$ cat src/rtl/dbf_lut_loader_pkg.sv
// Shared widths and FSM encoding for the DBF delay-LUT loader and channel blocks.
package dbf_lut_loader_pkg;

  localparam int unsigned DBF_ADDR_WD   = 10;
  localparam int unsigned DBF_DATA_WD   = 16;
  localparam int unsigned DBF_N_CH      = 64;
  localparam int unsigned DBF_CH_WD     = 6;
  localparam int unsigned DBF_LUT_DEPTH = 1 << DBF_ADDR_WD;

  typedef enum logic [1:0] {
    ST_IDLE,
    ST_LOAD,
    ST_DONE
  } load_state_e;

endpackage

$ cat src/rtl/dbf_lut_loader_if.sv
// Host word stream plus LUT write bus between host, loader and the DBF channel array.
interface dbf_lut_loader_if #(
  parameter int unsigned ADDR_WD = 10,
  parameter int unsigned DATA_WD = 16,
  parameter int unsigned CH_WD   = 6
);
  logic [DATA_WD-1:0] host_din;
  logic               host_valid;
  logic               host_ready;
  logic [DATA_WD-1:0] lut_wdata;
  logic [ADDR_WD-1:0] dbf_lut_addr;
  logic               dbf_lut_we;
  logic [CH_WD-1:0]   lut_ch_sel;

  // Loader side: consumes host words, drives the LUT write bus.
  modport slave (
    input  host_din, host_valid,
    output host_ready, lut_wdata, dbf_lut_addr, dbf_lut_we, lut_ch_sel
  );

  // Host side: produces words, observes the write bus.
  modport master (
    output host_din, host_valid,
    input  host_ready, lut_wdata, dbf_lut_addr, dbf_lut_we, lut_ch_sel
  );
endinterface

$ cat src/rtl/dbf_lut_loader_lut_addr_gen.sv
// Nested LUT address / channel counter: address-minor, channel-major, with wrap and last-word flag.
module lut_addr_gen #(
  parameter int unsigned ADDR_WD = 10,
  parameter int unsigned N_CH    = 64,
  parameter int unsigned CH_WD   = 6
) (
  input  logic               clk,
  input  logic               rst,
  input  logic               clr,
  input  logic               adv,
  output logic [ADDR_WD-1:0] addr,
  output logic [CH_WD-1:0]   ch,
  output logic               last_c
);

  localparam logic [ADDR_WD-1:0] ADDR_MAX = '1;
  localparam logic [CH_WD-1:0]   CH_MAX   = CH_WD'(N_CH - 1);

  always_ff @(posedge clk) begin
    if (rst || clr) begin
      addr <= '0;
      ch   <= '0;
    end else if (adv) begin
      if (addr == ADDR_MAX) begin
        addr <= '0;
        ch   <= (ch == CH_MAX) ? '0 : ch + CH_WD'(1);
      end else begin
        addr <= addr + ADDR_WD'(1);
      end
    end
  end

  assign last_c = (addr == ADDR_MAX) && (ch == CH_MAX);

endmodule

$ cat src/rtl/dbf_lut_loader.sv
// Sequences a host word stream into every DBF channel LUT and flags when a full image is resident.
module dbf_lut_loader
  import dbf_lut_loader_pkg::*;
#(
  parameter int unsigned ADDR_WD = DBF_ADDR_WD,
  parameter int unsigned DATA_WD = DBF_DATA_WD,
  parameter int unsigned N_CH    = DBF_N_CH,
  parameter int unsigned CH_WD   = DBF_CH_WD
) (
  input  logic                    clk,
  input  logic                    rst,
  input  logic                    load_req,
  input  logic                    abort,
  input  logic                    tx_en,
  dbf_lut_loader_if.slave         bus,
  output logic                    load_busy,
  output logic                    load_done,
  output logic                    lut_ready
);

  load_state_e        state_q, state_d;
  logic               accept_c;
  logic               last_c;
  logic               busy_d, done_d, ready_d;
  logic [ADDR_WD-1:0] gen_addr;
  logic [CH_WD-1:0]   gen_ch;
  logic [DATA_WD-1:0] wdata_q;
  logic [ADDR_WD-1:0] addr_q;
  logic [CH_WD-1:0]   ch_q;
  logic               we_q;

  // Abort also drops ready so the word offered in the abort cycle is never written.
  assign bus.host_ready = (state_q == ST_LOAD) & ~tx_en & ~abort;
  assign accept_c       = bus.host_valid & bus.host_ready;

  lut_addr_gen #(
    .ADDR_WD (ADDR_WD),
    .N_CH    (N_CH),
    .CH_WD   (CH_WD)
  ) u_addr_gen (
    .clk    (clk),
    .rst    (rst),
    .clr    (state_q == ST_IDLE),
    .adv    (accept_c),
    .addr   (gen_addr),
    .ch     (gen_ch),
    .last_c (last_c)
  );

  // Next state and next registered status outputs.
  always_comb begin
    state_d = state_q;
    unique case (state_q)
      ST_IDLE: if (load_req && !abort)     state_d = ST_LOAD;
      ST_LOAD: if (abort)                  state_d = ST_IDLE;
               else if (accept_c && last_c) state_d = ST_DONE;
      ST_DONE:                             state_d = ST_IDLE;
      default:                             state_d = ST_IDLE;
    endcase

    busy_d  = (state_d == ST_LOAD);
    done_d  = (state_d == ST_DONE);
    ready_d = lut_ready;
    if (state_q == ST_DONE) ready_d = 1'b1;
    // A new load invalidates the resident image.
    if (state_q == ST_IDLE && state_d == ST_LOAD) ready_d = 1'b0;
  end

  always_ff @(posedge clk) begin
    if (rst) begin
      state_q   <= ST_IDLE;
      load_busy <= 1'b0;
      load_done <= 1'b0;
      lut_ready <= 1'b0;
      we_q      <= 1'b0;
      wdata_q   <= '0;
      addr_q    <= '0;
      ch_q      <= '0;
    end else begin
      state_q   <= state_d;
      load_busy <= busy_d;
      load_done <= done_d;
      lut_ready <= ready_d;
      we_q      <= accept_c;
      if (accept_c) begin
        wdata_q <= bus.host_din;
        addr_q  <= gen_addr;
        ch_q    <= gen_ch;
      end
    end
  end

  assign bus.lut_wdata    = wdata_q;
  assign bus.dbf_lut_addr = addr_q;
  assign bus.lut_ch_sel   = ch_q;
  assign bus.dbf_lut_we   = we_q;

endmodule
$ cat src/flat_wrapper.sv
// flat-port wrapper written by rule: the top's interface ports become plain ports
module dbf_lut_loader_flat import dbf_lut_loader_pkg::*;
#(
  parameter int unsigned ADDR_WD = DBF_ADDR_WD,
  parameter int unsigned DATA_WD = DBF_DATA_WD,
  parameter int unsigned N_CH    = DBF_N_CH,
  parameter int unsigned CH_WD   = DBF_CH_WD
)
  (clk, rst, load_req, abort, tx_en, load_busy, load_done, lut_ready, bus_host_din, bus_host_valid, bus_host_ready, bus_lut_wdata, bus_dbf_lut_addr, bus_dbf_lut_we, bus_lut_ch_sel);
  dbf_lut_loader_if #(.ADDR_WD(ADDR_WD), .DATA_WD(DATA_WD), .CH_WD(CH_WD)) bus_i ();
  input  logic clk;
  input  logic rst;
  input  logic load_req;
  input  logic abort;
  input  logic tx_en;
  output logic load_busy;
  output logic load_done;
  output logic lut_ready;
  input wire logic [$bits(bus_i.host_din)-1:0] bus_host_din;
  input wire logic [$bits(bus_i.host_valid)-1:0] bus_host_valid;
  output wire logic [$bits(bus_i.host_ready)-1:0] bus_host_ready;
  output wire logic [$bits(bus_i.lut_wdata)-1:0] bus_lut_wdata;
  output wire logic [$bits(bus_i.dbf_lut_addr)-1:0] bus_dbf_lut_addr;
  output wire logic [$bits(bus_i.dbf_lut_we)-1:0] bus_dbf_lut_we;
  output wire logic [$bits(bus_i.lut_ch_sel)-1:0] bus_lut_ch_sel;
  assign bus_i.host_din = bus_host_din;
  assign bus_i.host_valid = bus_host_valid;
  assign bus_host_ready = bus_i.host_ready;
  assign bus_lut_wdata = bus_i.lut_wdata;
  assign bus_dbf_lut_addr = bus_i.dbf_lut_addr;
  assign bus_dbf_lut_we = bus_i.dbf_lut_we;
  assign bus_lut_ch_sel = bus_i.lut_ch_sel;
  dbf_lut_loader #(.ADDR_WD(ADDR_WD), .DATA_WD(DATA_WD), .N_CH(N_CH), .CH_WD(CH_WD)) u_core (.clk(clk), .rst(rst), .load_req(load_req), .abort(abort), .tx_en(tx_en), .bus(bus_i), .load_busy(load_busy), .load_done(load_done), .lut_ready(lut_ready));
endmodule
$ cat config.mk
export PLATFORM = sky130hd
export DESIGN_NAME = dbf_lut_loader_flat
export DESIGN_NICKNAME = d
export VERILOG_FILES = /design/src/rtl/dbf_lut_loader_pkg.sv /design/src/rtl/dbf_lut_loader_if.sv /design/src/rtl/dbf_lut_loader_lut_addr_gen.sv /design/src/rtl/dbf_lut_loader.sv /design/src/flat_wrapper.sv
export SDC_FILE = /design/constraint.sdc
export NUM_CORES = 1
export LEC_CHECK = 0
export ABC_AREA = 1
export CAP_MARGIN = 20
export CORE_ASPECT_RATIO = 0.7
export CORE_MARGIN = 3
export CORE_UTILIZATION = 30
export CTS_BUF_LIST = sky130_fd_sc_hd__clkbuf_4
export CTS_CLUSTER_SIZE = 10
export DETAILED_ROUTE_END_ITERATION = 10
export PLACE_DENSITY_LB_ADDON = 0.25
export SKIP_CTS_REPAIR_TIMING = 1
export SYNTH_ARGS = -nofsm -noshare
export SYNTH_HDL_FRONTEND = slang
export SYNTH_SLANG_ARGS = --single-unit
$ cat constraint.sdc
create_clock -name clk -period 4 [get_ports clk]
set_clock_uncertainty 0.2 [all_clocks]
set_input_delay 0.4 -clock clk [delete_from_list [all_inputs] [get_ports clk]]
set_output_delay 0.4 -clock clk [all_outputs]
set_load 0.01 [all_outputs]
Word-level counts from Yosys, hierarchy flattened
Index checks and enable logic that the tools add are counted.

Bits in registers: 54. Input bits: 22. Output and inout bits: 37. Logic and storage cells: 38.

$add $sub $neg: 2. Equality and inequality tests: 6. Mux-type cells: 6. Bitwise operators: 5. Reduce and logical (&&, ||, !) cells: 9.

Operator list (number): 10-bit by 1-bit adder with 10-bit output, second input constant (1); 10-bit == test, second input constant (1); 10-bit two-way mux (1); 6-bit by 1-bit adder with 6-bit output, second input constant (1); 6-bit == test, second input constant (1); 2-bit two-way mux (3); 6-bit two-way mux (1); 2-bit by 1-bit == test with 1-bit output, second input constant (2); 2-bit == test, second input constant (2); 1-bit logical AND (4); 2-bit case mux with 2 select lines (1); 1-bit bitwise AND (3); 2-bit zero test (1); 1-bit inverter (2); 2-bit AND reduction (1); 2-bit OR reduction (1); 1-bit zero test (1); 1-bit logical OR (1).

Depth between registers and ports, before layout
Depth after elaboration: 11. Gate-level depth with buffers: 9. Gate-level depth less buffers: 9.

By module
A second synthesis with hierarchy kept.

Cell total of the unflattened synthesis: 291. Area, all modules: 2283.4 um^2.

Modules (own cells, without submodules): dbf_lut_loader (instances 1, cells each 163, area each 1393.8 um^2, seq. area each 760.7 um^2); lut_addr_gen (instances 1, cells each 128, area each 889.6 um^2, seq. area each 320.3 um^2).

Worst setup path before layout
Ideal clock, no wire load.

Kind: reg2reg. Start point: register u_core.u_addr_gen.addr[0]. End point: register u_core.state_q[0]. Setup time: 0.132 ns. Arrival time: 1.247 ns. Data required time: 3.668 ns. Setup slack: 2.421 ns. Cell stages (with the launch flop): 9. Buffers on the path: 0. Period minus slack after synthesis: 1.579 ns. Cells stage by stage: dfxtp_1 -> ha_1 -> nand2_2 -> nor2_4 -> nand3_4 -> nor2_4 -> nand2_1 -> nand2_1 -> a21oi_1.

Longest elaborated chain between the ends: 6.

RTL lines: start, declared (RTL line dbf_lut_loader_lut_addr_gen.sv:11) `output logic [ADDR_WD-1:0] addr,`; start signal, assigned (RTL line dbf_lut_loader_lut_addr_gen.sv:28) `addr <= addr + ADDR_WD'(1);`; 10-bit == test (RTL line dbf_lut_loader_lut_addr_gen.sv:33) `assign last_c = (addr == ADDR_MAX) && (ch == CH_MAX);`; 1-bit logical AND (RTL line dbf_lut_loader_lut_addr_gen.sv:33); 1-bit logical AND (RTL line dbf_lut_loader.sv:56) `else if (accept_c && last_c) state_d = ST_DONE;`; 2-bit two-way mux (RTL line dbf_lut_loader.sv:56); 2-bit two-way mux (RTL line dbf_lut_loader.sv:55) `ST_LOAD: if (abort) state_d = ST_IDLE;`; 2-bit case mux with 2 select lines (RTL line dbf_lut_loader.sv:53) `unique case (state_q)`; end signal, assigned (RTL line dbf_lut_loader.sv:80) `state_q <= state_d;`; end, declared (RTL line dbf_lut_loader.sv:21) `load_state_e state_q, state_d;`.

Every way passes these cells. A chain may end at the register's enable or synchronous reset.

Final worst setup path
Start point: input abort. End point: output bus_host_ready.

Longest elaborated chain between the ends: 2.

RTL lines: start, declared (RTL line flat_wrapper.sv:14) `input logic abort;`; 1-bit inverter (RTL line dbf_lut_loader.sv:33) `assign bus.host_ready = (state_q == ST_LOAD) & ~tx_en & ~abort;`; 1-bit bitwise AND (RTL line dbf_lut_loader.sv:33); end, declared (RTL line flat_wrapper.sv:21) `output wire logic [$bits(bus_i.host_ready)-1:0] bus_host_ready;`.

Every way passes these cells.

==> flow_metrics.py <==
metrics = {
    "global_route": {
        "grt_pass1_wl_mm": 8.825,
        "grt_max_degree": 43,
        "antenna_found_initial": 0,
        "grt_usage_pct": 12.99,
        "grt_pass1_vias": 1830,
        "overflow": 0,
    },
    "sta": {
        "max_slew_margin_pct": 55.39,
        "finalHoldViolCount": 0,
        "max_freq_mhz": 440.9,
        "finalSetupViolCount": 0,
        "timing.final.crit_share_pct": 56.70,
        "rsz0062_at_grt": "no",
        "final.setup.tns_ns": 0,
        "worstMarginPinSlew_ns": 0.6681,
        "min_period_ns": 2.268,
        "drv_slew": 0,
    },
    "setup_path": {
        "path_class": "in2out",
        "start_kind": "input pin",
        "crit_top_cell": "clkdlybuf4s50_1",
        "critPathRequiredTime_ns": 3.40,
        "cp.arrival_ns": 1.67,
        "crit_path_end_kind": "output port",
        "reg2reg_from": "u_core.state_q[1]$_SDFF_PP0_",
        "critPathMaxStageDelay_ns": 0.52,
        "r2r_cells": 7,
        "cp_max_fo": 3,
        "r2r_end": "u_core.u_addr_gen.ch[5]$_SDFFE_PP0P_",
        "crit_chain": "clkdlybuf4s50_1 > nor2_4 > nand3_1 > inv_1 > clkdlybuf4s50_1",
        "critPathSlowestCell": "clkdlybuf4s50_1",
        "r2r_slack_ns": 1.89,
    },
    "die": {
        "die_h_um": 78.75,
        "dieArea_mm2": 0.008657,
        "core_area_mm2": 0.007038,
        "start_util_pct": 32.23,
        "die_x_um": 109.9,
        "core.rowCount": 25,
        "io_pins": 59,
    },
    "pwr": {
        "total_power_w": 0.0008416,
        "power.density_mw_per_mm2": 284.7,
        "p_leak_nw": 1.011,
        "peakVddDrop_mv": 0.1117,
    },
    "placed_design": {
        "gp_congestion": 0.8217,
        "placement.cell_area_mm2": 0.002898,
        "portBuffers": 58,
        "dpl.hpwl_mm": 3.777,
        "placed_cells": 437,
    },
    "finish": {
        "seqCellArea_mm2": 0.001081,
        "finalInstanceArea_mm2": 0.002957,
        "layout-drive-gt1-share_pct": 8.547,
        "fin_util_pct": 42.01,
        "finalNetCount": 374,
        "area_growth_pct": 30.34,
        "fillers": 729,
        "final_cell_count_no_fill": 445,
        "multiInputGateArea_mm2": 0.001008,
        "antennaDiodeCount": 0,
    },
    "worst_hold_path": {
        "hold_start": "u_core.bus.lut_wdata[3]$_SDFFE_PP0P_",
        "holdPathStages": 2,
        "min_to": "u_core.bus.lut_wdata[3]$_SDFFE_PP0P_",
        "hold_path.class": "reg2reg",
    },
    "cts": {
        "insertion_delay_ns": 0.38,
        "cts_tree": "built",
        "htreeDepth": 2,
        "cts_made_buffers": 5,
        "clockRootBuffer": "clkbuf_4",
        "clockBufferDepth": 2,
        "path_clk_slew_ns": 0.15,
        "clock_sinks": 54,
    },
    "route": {
        "drc": 0,
        "vias_per_cell": 4.512,
        "wl_per_cell_um": 12.11,
        "dr.pass1.iters": 5,
        "antenna_left": 0,
        "drt-total-wl_mm": 5.387,
        "vias": 2008,
        "drtIter0Drc": 180,
    },
    "logic_synthesis": {
        "ys_seq_elements": 54,
        "syn_area_per_cell_um2": 7.690,
        "synth_nets": 319,
        "yosys_warnings": 0,
        "synthCells": 295,
        "yosysSeqAreaShare_pct": 47.66,
        "synth_cell_types": 26,
        "netlist_area_mm2": 0.002268,
    },
    "flow_run": {
        "cap_violations": 0,
    },
    "status": {
        "outcome": "complete, no violations",
    },
}
-- sequential cells by signal, indices dropped and copies added (netlist names) --
signal and count:
u_core.bus.lut_wdata 16, u_core.bus.dbf_lut_addr 10, u_core.u_addr_gen.addr 10, u_core.bus.lut_ch_sel 6, u_core.u_addr_gen.ch 6, u_core.state_q 2, u_core.bus.dbf_lut_we 1, u_core.load_busy 1
u_core.load_done 1, u_core.lut_ready 1
-- cell type report --
cell class | instances | area share (%)
Sequential cell | 54 | 36.56
Multi-Input combinational cell | 204 | 34.11
Timing Repair Buffer | 60 | 20.14
Tap cell | 94 | 3.978
Inverter | 25 | 3.216
Clock buffer | 5 | 1.270
Clock inverter | 3 | 0.7194
-- cells in the mapped netlist --
library cell / n / area (um2)
nand2_1: 83 / 311.6
dfxtp_1: 54 / 1081
a21oi_1: 45 / 225.2
inv_1: 22 / 82.58
nor2_1: 20 / 75.07
nand3_1: 14 / 70.07
o21ai_0: 8 / 40.04
buf_4: 6 / 45.04
nor2_4: 6 / 67.56
nand4_1: 5 / 31.28
nor3_1: 5 / 25.02
nor2_2: 4 / 25.02
clkbuf_1: 3 / 11.26
nand2_2: 3 / 18.77
buf_6: 2 / 22.52
ha_1: 2 / 25.02
inv_2: 2 / 7.510
nand3_2: 2 / 20.02
o21ai_1: 2 / 10.01
buf_2: 1 / 5.000
clkinv_2: 1 / 5.000
nand3_4: 1 / 17.52
nand3b_1: 1 / 7.510
nand4_4: 1 / 21.27
xnor2_1: 1 / 8.760
xor2_1: 1 / 8.760
-- stage by stage --
| step | worst slack [ns] | hold slack (ns) |
|---|---|---|
| 2_1_floorplan | 2.421 | 0.2412 |
| 3_3_place_gp | 1.410 | 0.2527 |
| 3_5_place_dp | 1.394 | 0.2566 |
| 4_1_cts | 1.725 | 0.2784 |
| 5_1_grt | 1.659 | 0.3019 |
| 6_report | 1.732 | 0.2748 |
-- kinds of logic (layout without fill, tap and decap cells) --
logic type / count (synthesis) / count (layout) / share of synthesized area, %
DFF: 54 / 54 / 47.66
xor gates and xnor gates: 2 / 2 / 0.7723
adders and majority gates: 2 / 2 / 1.103
and+or+nand+nor: 145 / 145 / 30.45
AOI/OAI and AO/OA: 55 / 55 / 12.13
buffers and inverters: 37 / 93 / 7.887
-- cells in the final DEF, fill, tap and decap left out, drive strengths merged --
| master | instances |
|---|---|
| dfxtp | 54 |
| clkinvlp | 1 |
| nand2 | 86 |
| clkdlybuf4s50 | 58 |
| xor2 | 1 |
| buf | 2 |
| nor2 | 30 |
| nand3b | 1 |
| ha | 2 |
| clkinv | 3 |
| nor3 | 5 |
| nand3 | 17 |
| a21oi | 45 |
| nand4 | 6 |
| o21ai | 10 |
| xnor2 | 1 |
| clkbuf | 5 |
| inv | 24 |
-- how the worst max path moves through the flow --
stage                                                 from                                    to  slack, ns  cells past startpoint
CTS                                                  abort                        bus_host_ready       1.72                      5
global placement                                     abort  u_core.u_addr_gen.ch[5]$_SDFFE_PP0P_       1.41                      8
floorplan           u_core.u_addr_gen.addr[0]$_SDFFE_PP0P_          u_core.state_q[0]$_SDFF_PP0_       2.42                      8
global route                                         abort                        bus_host_ready       1.66                      5
detailed placement                                   abort  u_core.u_addr_gen.ch[5]$_SDFFE_PP0P_       1.39                      8
finish                                               abort                        bus_host_ready       1.73                      5
-- report_power, final --
group	internal [W]	switching [W]	total, W
registers	0.000542	0.00000228	0.000544
logic	0.0000278	0.0000226	0.0000505
clock network	0.0000689	0.000178	0.000247
total	0.000638	0.000203	0.000842
-- worst max-delay path: cells and delay by family --
kind                   cells  cell delay [ns]
buffers and inverters      3             1.03
AND/OR/NAND/NOR            2             0.23
-- per-layer routing --
| layer | vias up | wire length (um) | track usage (%) |
|---|---|---|---|
| li1 | 1063 | - | - |
| met1 | 875 | 2932 | 19.78 |
| met2 | 65 | 1923 | 16.95 |
| met3 | 5 | 480 | 4.387 |
| met4 | 0 | 50 | 3.736 |
| met5 | - | 0 | 0 |
No activity file was read; power rests on OpenSTA's default activity.
